`config.mk`:
```
export PLATFORM = sky130hd
export DESIGN_NAME = overlay_compositor
export DESIGN_NICKNAME = d
export VERILOG_FILES = /design/src/rtl/overlay_pkg.sv /design/src/rtl/wave_trail_hist.sv /design/src/rtl/overlay_compositor.sv
export SDC_FILE = /design/constraint.sdc
export NUM_CORES = 1
export LEC_CHECK = 0
export BUFFER_PORTS_ARGS = -buffer_cell sky130_fd_sc_hd__buf_2
export CAP_MARGIN = 20
export CORE_MARGIN = 8
export CORE_UTILIZATION = 50
export CTS_BUF_LIST = sky130_fd_sc_hd__clkbuf_4
export CTS_CLUSTER_SIZE = 24
export DETAILED_ROUTE_END_ITERATION = 16
export PLACE_DENSITY = 0.73
export SYNTH_ARGS = -nofsm -noshare
export SYNTH_HDL_FRONTEND = slang
export SYNTH_SLANG_ARGS = --single-unit
```
`constraint.sdc`:
```
create_clock -name clk -period 4.2 [get_ports clk]
set_clock_uncertainty 0.1 [all_clocks]
set_input_delay 0 -clock clk [delete_from_list [all_inputs] [get_ports clk]]
set_output_delay 0 -clock clk [all_outputs]
set_load 0.01 [all_outputs]
```
`src/rtl/overlay_pkg.sv`:
```
// Shared types and constants for the overlay compositor.
//   rgb6_t        : 6-bit pixel colour {R1R0,G1G0,B1B0}
//   fade_state_t  : text fade FSM states
//   RAINBOW       : trail band palette (r,o,y,g,b,i,v)
//   band_color()  : palette lookup for trail bands k>=1 with rotation phase
package overlay_pkg;

    localparam int unsigned MAX_BANDS = 8;
    localparam int unsigned N_COLORS  = 7;

    typedef logic [5:0] rgb6_t;

    typedef enum logic {
        FADE  = 1'b0,
        SOLID = 1'b1
    } fade_state_t;

    localparam rgb6_t WHITE       = 6'b11_11_11;
    localparam rgb6_t BLACK       = 6'b00_00_00;
    localparam rgb6_t SHADOW_GREY = 6'b01_01_01;

    localparam rgb6_t RAINBOW [N_COLORS] = '{
        6'b11_00_00,  // red
        6'b11_10_00,  // orange
        6'b11_11_00,  // yellow
        6'b00_11_00,  // green
        6'b00_10_11,  // blue
        6'b00_00_11,  // indigo
        6'b10_00_11   // violet
    };

    // Colour of trail band (band >= 1), rotated by phase (0..6).
    function automatic rgb6_t band_color(input logic [2:0] band, input logic [2:0] phase);
        logic [3:0] idx;
        idx = 4'(band) - 4'd1 + 4'(phase);
        if (idx >= 4'(N_COLORS)) begin
            idx = idx - 4'(N_COLORS);
        end
        return RAINBOW[idx[2:0]];
    endfunction

endpackage

```
`src/rtl/wave_trail_hist.sv`:
```
// Per-line history of wave curve rows and per-band hit detection.
// Ports:
//   clk, rst        : clock, synchronous active-high reset
//   frame_active_i  : visible pixel; history shifts only when high
//   x_i, y_i        : current pixel column / row
//   wave_y_i        : curve row for the current column
//   band_hit_c      : combinational hit per band (band 0 = live curve)
module wave_trail_hist
    import overlay_pkg::*;
#(
    parameter int unsigned N_BANDS = 8,
    parameter int unsigned HALF_T  = 0
) (
    input  logic               clk,
    input  logic               rst,
    input  logic               frame_active_i,
    input  logic [9:0]         x_i,
    input  logic [9:0]         y_i,
    input  logic [9:0]         wave_y_i,
    output logic [N_BANDS-1:0] band_hit_c
);

    localparam int unsigned CW    = 10;
    localparam int unsigned DW    = 11;
    // Band k (k>=1) reads entry k-1: entry 0 holds the previous column's curve.
    localparam int unsigned DEPTH = (N_BANDS > 1) ? N_BANDS - 1 : 1;

    logic [CW-1:0]    hist_q [DEPTH];
    logic [CW-1:0]    hist_d [DEPTH];
    logic [DEPTH-1:0] vld_q;
    logic [DEPTH-1:0] vld_d;
    logic             line_start_c;

    assign line_start_c = frame_active_i && (x_i == '0);

    // |a-b| <= HALF_T with an 11-bit non-wrapping difference
    function automatic logic near(input logic [CW-1:0] a, input logic [CW-1:0] b);
        logic [DW-1:0] d;
        d = (a >= b) ? (DW'(a) - DW'(b)) : (DW'(b) - DW'(a));
        return d <= DW'(HALF_T);
    endfunction

    // Shift on every visible pixel; a new line restarts the valid chain.
    always_comb begin
        hist_d = hist_q;
        vld_d  = vld_q;
        if (frame_active_i) begin
            hist_d[0] = wave_y_i;
            for (int k = 1; k < int'(DEPTH); k++) begin
                hist_d[k] = hist_q[k-1];
            end
            vld_d = line_start_c ? DEPTH'(1) : DEPTH'({vld_q, 1'b1});
        end
    end

    always_ff @(posedge clk) begin
        if (rst) begin
            hist_q <= '{default: '0};
            vld_q  <= '0;
        end else begin
            hist_q <= hist_d;
            vld_q  <= vld_d;
        end
    end

    // Stored entries belong to the previous line while x==0, so mask them.
    always_comb begin
        band_hit_c    = '0;
        band_hit_c[0] = frame_active_i && near(y_i, wave_y_i);
        for (int k = 1; k < int'(N_BANDS); k++) begin
            band_hit_c[k] = frame_active_i && !line_start_c && vld_q[k-1]
                            && near(y_i, hist_q[k-1]);
        end
    end

endmodule

```
`src/rtl/overlay_compositor.sv`:
```
// Per-pixel overlay compositor: rainbow wave trail over fading, shadowed text.
// Ports:
//   clk, rst         : pixel clock, synchronous active-high reset
//   x, y             : current pixel column / row
//   frame_active     : visible pixel
//   wave_y           : curve row for column x
//   text_main        : main glyph hit per text object (index 0 highest priority)
//   text_shadow      : shadow glyph hit per text object (offset pre-applied)
//   overlay_rgb      : registered colour {R1R0,G1G0,B1B0}
//   overlay_active   : registered overlay-valid flag
// Optional feature: define OVERLAY_PALETTE_ROTATE_EN to rotate band colours
// every ROT_FRAMES frame ticks; otherwise the rainbow is static.
module overlay_compositor
    import overlay_pkg::*;
#(
    parameter int unsigned N_BANDS     = 8,
    parameter int unsigned N_TEXT      = 3,
    parameter int unsigned HALF_T      = 0,
    parameter int unsigned FADE_FRAMES = 16,
    parameter int unsigned ROT_FRAMES  = 8
) (
    input  logic              clk,
    input  logic              rst,
    input  logic [9:0]        x,
    input  logic [9:0]        y,
    input  logic              frame_active,
    input  logic [9:0]        wave_y,
    input  logic [N_TEXT-1:0] text_main,
    input  logic [N_TEXT-1:0] text_shadow,
    output logic [5:0]        overlay_rgb,
    output logic              overlay_active
);

    localparam int unsigned FCW = (FADE_FRAMES > 1) ? $clog2(FADE_FRAMES) : 1;

    if (N_BANDS < 1 || N_BANDS > MAX_BANDS) begin : g_bad_n_bands
        $error("overlay_compositor: N_BANDS must be 1..8");
    end
    if (N_TEXT < 1) begin : g_bad_n_text
        $error("overlay_compositor: N_TEXT must be >= 1");
    end
    if (FADE_FRAMES < 1) begin : g_bad_fade
        $error("overlay_compositor: FADE_FRAMES must be >= 1");
    end
    if (ROT_FRAMES < 1) begin : g_bad_rot
        $error("overlay_compositor: ROT_FRAMES must be >= 1");
    end

    logic [N_BANDS-1:0] band_hit_c;
    logic               frame_tick_c;
    logic [2:0]         phase_c;

    fade_state_t        state_q, state_d;
    logic [1:0]         level_q, level_d;
    logic [FCW-1:0]     fade_cnt_q, fade_cnt_d;

    rgb6_t              pix_rgb_c;
    logic               pix_active_c;
    rgb6_t              rgb_q;
    logic               active_q;

    wave_trail_hist #(
        .N_BANDS (N_BANDS),
        .HALF_T  (HALF_T)
    ) u_hist (
        .clk            (clk),
        .rst            (rst),
        .frame_active_i (frame_active),
        .x_i            (x),
        .y_i            (y),
        .wave_y_i       (wave_y),
        .band_hit_c     (band_hit_c)
    );

    assign frame_tick_c = frame_active && (x == '0) && (y == '0);

    // Fade FSM: level steps every FADE_FRAMES ticks, locks at SOLID on level 3.
    always_comb begin
        state_d    = state_q;
        level_d    = level_q;
        fade_cnt_d = fade_cnt_q;
        case (state_q)
            FADE: begin
                if (frame_tick_c) begin
                    if (fade_cnt_q == FCW'(FADE_FRAMES - 1)) begin
                        fade_cnt_d = '0;
                        level_d    = level_q + 2'd1;
                        if (level_q == 2'd2) begin
                            state_d = SOLID;
                        end
                    end else begin
                        fade_cnt_d = fade_cnt_q + FCW'(1);
                    end
                end
            end
            SOLID: begin
            end
        endcase
    end

    always_ff @(posedge clk) begin
        if (rst) begin
            state_q    <= FADE;
            level_q    <= 2'd0;
            fade_cnt_q <= '0;
        end else begin
            state_q    <= state_d;
            level_q    <= level_d;
            fade_cnt_q <= fade_cnt_d;
        end
    end

`ifdef OVERLAY_PALETTE_ROTATE_EN
    localparam int unsigned RCW = (ROT_FRAMES > 1) ? $clog2(ROT_FRAMES) : 1;

    logic [RCW-1:0] rot_cnt_q, rot_cnt_d;
    logic [2:0]     phase_q, phase_d;

    // Phase advances mod 7 every ROT_FRAMES frame ticks.
    always_comb begin
        rot_cnt_d = rot_cnt_q;
        phase_d   = phase_q;
        if (frame_tick_c) begin
            if (rot_cnt_q == RCW'(ROT_FRAMES - 1)) begin
                rot_cnt_d = '0;
                phase_d   = (phase_q == 3'd6) ? 3'd0 : phase_q + 3'd1;
            end else begin
                rot_cnt_d = rot_cnt_q + RCW'(1);
            end
        end
    end

    always_ff @(posedge clk) begin
        if (rst) begin
            rot_cnt_q <= '0;
            phase_q   <= 3'd0;
        end else begin
            rot_cnt_q <= rot_cnt_d;
            phase_q   <= phase_d;
        end
    end

    assign phase_c = phase_q;
`else
    assign phase_c = 3'd0;
`endif

    // Priority: lowest hitting band, else lowest text object (main over shadow).
    // Loops run high-to-low so the lowest index is written last and wins.
    always_comb begin
        pix_rgb_c    = BLACK;
        pix_active_c = 1'b0;
        if (frame_active) begin
            for (int i = int'(N_TEXT) - 1; i >= 0; i--) begin
                if (text_main[i]) begin
                    pix_rgb_c    = {level_q, level_q, level_q};
                    pix_active_c = 1'b1;
                end else if (text_shadow[i]) begin
                    pix_rgb_c    = (level_q >= 2'd2) ? SHADOW_GREY : BLACK;
                    pix_active_c = 1'b1;
                end
            end
            for (int k = int'(N_BANDS) - 1; k >= 1; k--) begin
                if (band_hit_c[k]) begin
                    pix_rgb_c    = band_color(3'(k), phase_c);
                    pix_active_c = 1'b1;
                end
            end
            if (band_hit_c[0]) begin
                pix_rgb_c    = WHITE;
                pix_active_c = 1'b1;
            end
        end
    end

    always_ff @(posedge clk) begin
        if (rst) begin
            rgb_q    <= BLACK;
            active_q <= 1'b0;
        end else begin
            rgb_q    <= pix_rgb_c;
            active_q <= pix_active_c;
        end
    end

    assign overlay_rgb    = rgb_q;
    assign overlay_active = active_q;

endmodule

```
# After elaboration in Yosys (flattened, before gate mapping)
# Memories as Yosys holds them, arrays and structs flattened.
# Index checks and enable logic that the tools add are counted.
dict set report word_totals {
  input_bits 39
  out_inout_bits 7
  romBits 336
  elab_cells 168
  n_memories 7
  reg_bits 91
}
dict set report op_classes {
  n_eq_ne 2
  muxes 71
  n_bitwise 9
  add_sub_neg 18
  magnitude_cmp 24
  n_reduce_logical 24
}
# memory depth word_bits read_ports rd_ports_with_merged_regs write_ports line_no
set mem_list {}
lappend mem_list {{(no name shown)} 8 6 1 0 0 overlay_pkg.sv:39} ;# return RAINBOW[idx[2:0]];
lappend mem_list {{(no name shown)} 8 6 1 0 0 overlay_pkg.sv:39}
lappend mem_list {{(no name shown)} 8 6 1 0 0 overlay_pkg.sv:39}
lappend mem_list {{(no name shown)} 8 6 1 0 0 overlay_pkg.sv:39}
lappend mem_list {{(no name shown)} 8 6 1 0 0 overlay_pkg.sv:39}
lappend mem_list {{(no name shown)} 8 6 1 0 0 overlay_pkg.sv:39}
lappend mem_list {{1 more memories} -- -- -- -- -- --}
# cell count
set ops {}
lappend ops {{$sub 10x10->11} 16}
lappend ops {{$mux 6} 27}
lappend ops {{$le 11x1->1 const B} 8}
lappend ops {{$mux 11} 8}
lappend ops {{$ge 10x10->1} 8}
lappend ops {{$mux 3} 14}
lappend ops {{$ge 4x4->1 const B} 7}
lappend ops {{$not 3->4} 7}
lappend ops {{$logic_not 10->1} 2}
lappend ops {{$logic_and 1x1->1} 18}
lappend ops {{$mux 1} 18}
lappend ops {{$mux 5} 2}
lappend ops {{$mux 7} 1}
lappend ops {{$add 4x1->4 const B} 1}
lappend ops {{$eq 4x4->1 const B} 1}
lappend ops {{$mux 4} 1}
lappend ops {{$reduce_and 3->1} 1}
lappend ops {{$add 2x1->2 const B} 1}
lappend ops {{$eq 2x2->1 const B} 1}
lappend ops {{$ge 2x2->1 const B} 1}
lappend ops {{$not 1->1} 2}
lappend ops {{$reduce_and 2->1} 1}
lappend ops {{$reduce_or 2->1} 1}
lappend ops {{$logic_not 1->1} 1}

# Longest topological paths before layout
dict set report depth {
  depth_word 20
  mapped_depth 14
  ltp_nobuf 12
}

# Cells and area by module
# Synthesis repeated with hierarchy kept, for this count alone.
dict set report hier_totals {
  hier_cells 1267
  area_unflattened_um2 9957.0
}
# module area_each_um2 instances cells_per_inst
set by_module_without_submodules {}
lappend by_module_without_submodules {wave_trail_hist 9137.5 1 1173}
lappend by_module_without_submodules {overlay_compositor 819.5 1 94}

# Least setup slack after synthesis
# OpenSTA, ideal clock, no wires.
dict set report synth_timing {
  path_kind {flip-flop to flip-flop}
  from {register u_hist.hist_q[62] (netlist name)}
  to {register rgb_q[4] (netlist: overlay_rgb[4])}
  setup_slack_ns 0.954
  setup_time_ns 0.115
  stages_incl_launch_ff 13
  synth_period_minus_slack_ns 3.246
  t_required_ns 3.985
  arrival_time_ns 3.032
  n_path_buf 1
  cell_sequence {dfxtp_1 -> ha_1 -> and3b_1 -> or2_1 -> buf_2 -> a311o_1 -> o22a_1 -> o32ai_1 -> xnor2_1 -> nor3_1 -> and3_4 -> or4_1 -> o21a_1}
}
dict set report synth_via {
  elab_chain_len 6
}
# item line_no
set synth_rtl {}
lappend synth_rtl {{start, declared} wave_trail_hist.sv:28} ;# logic [CW-1:0] hist_q [DEPTH];
lappend synth_rtl {{start signal, assigned} wave_trail_hist.sv:61} ;# hist_q <= hist_d;
lappend synth_rtl {{$sub 10x10->11 or $ge 10x10->1 (tied branches)} wave_trail_hist.sv:39} ;# d = (a >= b) ? (DW'(a) - DW'(b)) : (DW'(b) - DW'(a));
lappend synth_rtl {{$mux 11 (*)} wave_trail_hist.sv:39}
lappend synth_rtl {{$le 11x1->1 (*)} wave_trail_hist.sv:40} ;# return d <= DW'(HALF_T);
lappend synth_rtl {{$logic_and 1x1->1 (*)} wave_trail_hist.sv:72} ;# && near(y_i, hist_q[k-1]);
lappend synth_rtl {{$mux 6 (*)} overlay_compositor.sv:164} ;# if (band_hit_c[k]) begin
lappend synth_rtl {{$mux 6 (*)} overlay_compositor.sv:169} ;# if (band_hit_c[0]) begin
lappend synth_rtl {{end signal, assigned} overlay_compositor.sv:181} ;# rgb_q <= pix_rgb_c;
lappend synth_rtl {{end, declared} overlay_compositor.sv:59} ;# rgb6_t rgb_q;
# Mark *: on every way between the ends. The rest lies on a longest branch, timed or not.
# A chain may end at the register's enable or synchronous reset.

# Final worst setup path
dict set report layout_timing {
  from {register u_hist.hist_q[26] (netlist name)}
  to {register active_q (netlist: overlay_active)}
}
dict set report layout_via {
  elab_chain_len 10
}
# item line_no
set layout_rtl {}
lappend layout_rtl {{$sub 10x10->11 or $ge 10x10->1 (tied branches)} wave_trail_hist.sv:39}
lappend layout_rtl {{$mux 11 (*)} wave_trail_hist.sv:39}
lappend layout_rtl {{$le 11x1->1 (*)} wave_trail_hist.sv:40}
lappend layout_rtl {{$logic_and 1x1->1 (*)} wave_trail_hist.sv:72}
lappend layout_rtl {{$mux 1 (*) (5 in series)} overlay_compositor.sv:164}
lappend layout_rtl {{$mux 1 (*)} overlay_compositor.sv:169}
lappend layout_rtl {{end signal, assigned} overlay_compositor.sv:182} ;# active_q <= pix_active_c;
lappend layout_rtl {{end, declared} overlay_compositor.sv:60} ;# logic active_q;
# Marked as above.

==> metrics <==
status=complete, no violations; CP startpoint kind=register; type of the worst min-delay path=input port to register; cell row count=52; Period Utilization, post-route=92.0%; top cells by area, synth=ha_1 20%, dfxtp_1 18%, mux2i_1 8.6%, nor2_1 4.7%, a21oi_1 4.2%; Buffers on Ports=45; hold endpoint=overlay_rgb[1]$_SDFF_PP0_; highest routed layer=met4; fin nets=1554; Post-synth top flop=dfxtp_1; flops & latches, synth=91; Relative slew margins=40.9%; M1 WL=13.0 mm; CP Cell Sequence=ha_1 > a2111oi_4 > a21boi_1 > or4_1 > a21o_1 > a211oi_1 > o2111ai_2 > o211ai_2 > nor2_1 > a31oi_1 > dlygate4sd3_1; non-filler instance count after layout=1627; Clock Tree Buf Depth=2; largest net degree at the start of global routing=54; Synth top cells by count=162 x ha_1, 127 x nor2_1, 112 x inv_1, 91 x dfxtp_1, 88 x mux2i_1; Avg WL per Cell=18.8 um; DRC Markers=0; leading area contributor after synthesis=ha_1; VDD IR max=191 uV; critical path capture point type=register; Setup Buffers After CTS=0; final setup margin=336 ps; Core Region=0.0201 mm^2; count leader, synth=ha_1; GRT Overall Usage=23.4%; Post-synth ARST share=0%; num ports=46; placed cell area=0.0108 mm^2; Critical R2R Launch=u_hist.hist_q[26]$_SDFFE_PP0P_; clock transition at the registers of the reported paths=140 ps; drt total wl=30.6 mm; YS warnings=0; RR Endpoint=overlay_active$_SDFF_PP0_; CTS buffer count=9; vias in the first global route=8996; gpl congestion=0.923; Hold Path Cell Cnt=5; CP Class=register to register; Max Slew Vio Count=0; EDFF count, synth=0; pre-CTS WS=429 ps; cell area after synthesis=0.0102 mm^2; RSZ-0062 raised after global routing=false; WL met3=1.85 mm; drt pass-1 iters=5; vias per std cell=6.03; min Tclk post-route=3860 ps; DP HPWL=23.0 mm; Seq/Total Area, Yosys=17.9%; Worst path max stage delay=590 ps; n_diodes=0; met2 WL=14.5 mm; final hold violations=0; Syn Nets=1486; syn_area_per_cell=7.93 um^2; Placed Instances=1584; CTS tree=built; via count=9817; post-route antenna net violation count=0; clock latency on the worst-skew pair=480 ps; critical path fanouts, max=9; Hold Slack=71.3 ps; Register-to-Register Path Depth=11; initial core utilization=50.7%; GR Overflow Total=0; slew at the pin closest to its max-slew limit=887 ps; Data required, critical path=4530 ps; Synth cell types=90; chip width=159 um; count of final setup violators=0; initial antenna violation count=0; Setup TNS Final=0 ps; share of post-route cells with drive strength above 1=9.14%; Iter 0 DRT Violations=612; Root Buffer=clkbuf_4; die area=0.0252 mm^2; clock sink count=91; Mapped Cells=1285; hold_sp=text_main[0]; fin area=0.0113 mm^2; area grow syn2layout=10.6%; fmax=259 MHz; Data arrival, critical path=4190 ps; Lkg Pwr=0.00507 uW; die height=159 um; post-synth top area share=19.9%; PwrDens=210 mW/mm^2; H-tree depth=3; first-pass GRT wire length=48.0 mm; Max-Cap Viols=0; reg2reg setup slack=340 ps; crit path max-delay cell type=or4_1
[cell usage in the layout (no fill, tap or decap), drive strengths merged, types with 23 or more instances in the layout]
cell type    count
a21o            33
a21oi           87
buf             75
dfxtp           91
dlygate4sd3     28
ha             162
inv            113
mux2i           88
nand2           59
nand3           27
nor2           128
nor2b           24
o21a            23
o21ai           61
xor2            23
[how the worst max path moves through the flow]
stage                                   start                         to  slack [ps]
2_1_floorplan  u_hist.hist_q[62]$_SDFFE_PP0P_  overlay_rgb[4]$_SDFF_PP0_         950
3_5_place_dp                             y[2]  overlay_rgb[4]$_SDFF_PP0_         430
6_report       u_hist.hist_q[26]$_SDFFE_PP0P_  overlay_active$_SDFF_PP0_         340
5_1_grt        u_hist.hist_q[26]$_SDFFE_PP0P_  overlay_active$_SDFF_PP0_          30
4_1_cts        u_hist.hist_q[34]$_SDFFE_PP0P_  overlay_active$_SDFF_PP0_         320
3_3_place_gp                             y[6]  overlay_rgb[2]$_SDFF_PP0_         550
[worst max-delay path: cells and delay by family (launching register included)]
family	cells	cell delay, ps
AO/OA/AOI/OAI	7	1710
adder cells (fa/ha/maj)	1	440
buffers and inverters	1	550
flip-flops	1	360
AND/OR/NAND/NOR	2	660
[final cells by class]
cell class	instances	area (um^2)
Clock inverter	5	103
Fill cell	1866	8830
Clock buffer	10	75.1
Multi-Input combinational cell	1035	7780
Tap cell	270	338
Sequential cell	91	1820
Timing Repair Buffer	103	733
Inverter	113	424
[sequential cells by signal, indices dropped and copies added (netlist names)]
signal	count
state_q	1
overlay_active	1
level_q	2
fade_cnt_q	4
u_hist.hist_q	70
overlay_rgb	6
u_hist.vld_q	7
[per-layer routing]
| layer | global-route usage [%] | vias to the layer above |
|---|---|---|
| li1 | - | 4807 |
| met1 | 29.0 | 4590 |
| met3 | 3.96 | 72 |
| met4 | 9.74 | 0 |
| met2 | 39.5 | 348 |
| met5 | 0 | - |
[power breakdown]
group	internal, uW	leakage [uW]	switching, uW	total [uW]
clock	304	0.0000925	303	607
sequential	878	0.000737	18.3	896
combinational	355	0.00424	506	861
[kinds of logic after synthesis]
family / after synthesis / share of synthesized area [%]
XOR/XNOR: 38 / 3.26
AO/OA/AOI/OAI: 357 / 24.5
buffers and inverters: 159 / 5.95
multiplexers: 93 / 9.23
flip-flops: 91 / 17.9
AND/OR/NAND/NOR: 385 / 19.3
adder cells (fa/ha/maj): 162 / 19.9
[metrics by stage]
stage	power [uW]	util [%]
2_1_floorplan	1510	-
3_3_place_gp	1730	53.7
3_5_place_dp	1730	53.7
4_1_cts	2360	56.0
5_1_grt	2490	56.1
6_report	2360	56.1
[what timing repair did]
item                                   CTS  global route
resized for setup                        0             1
setup endpoints to repair                0             1
hold buffers                            28             0
endpoints found under the hold margin   56             0
Note: power is estimated with default switching activity, not from simulation.
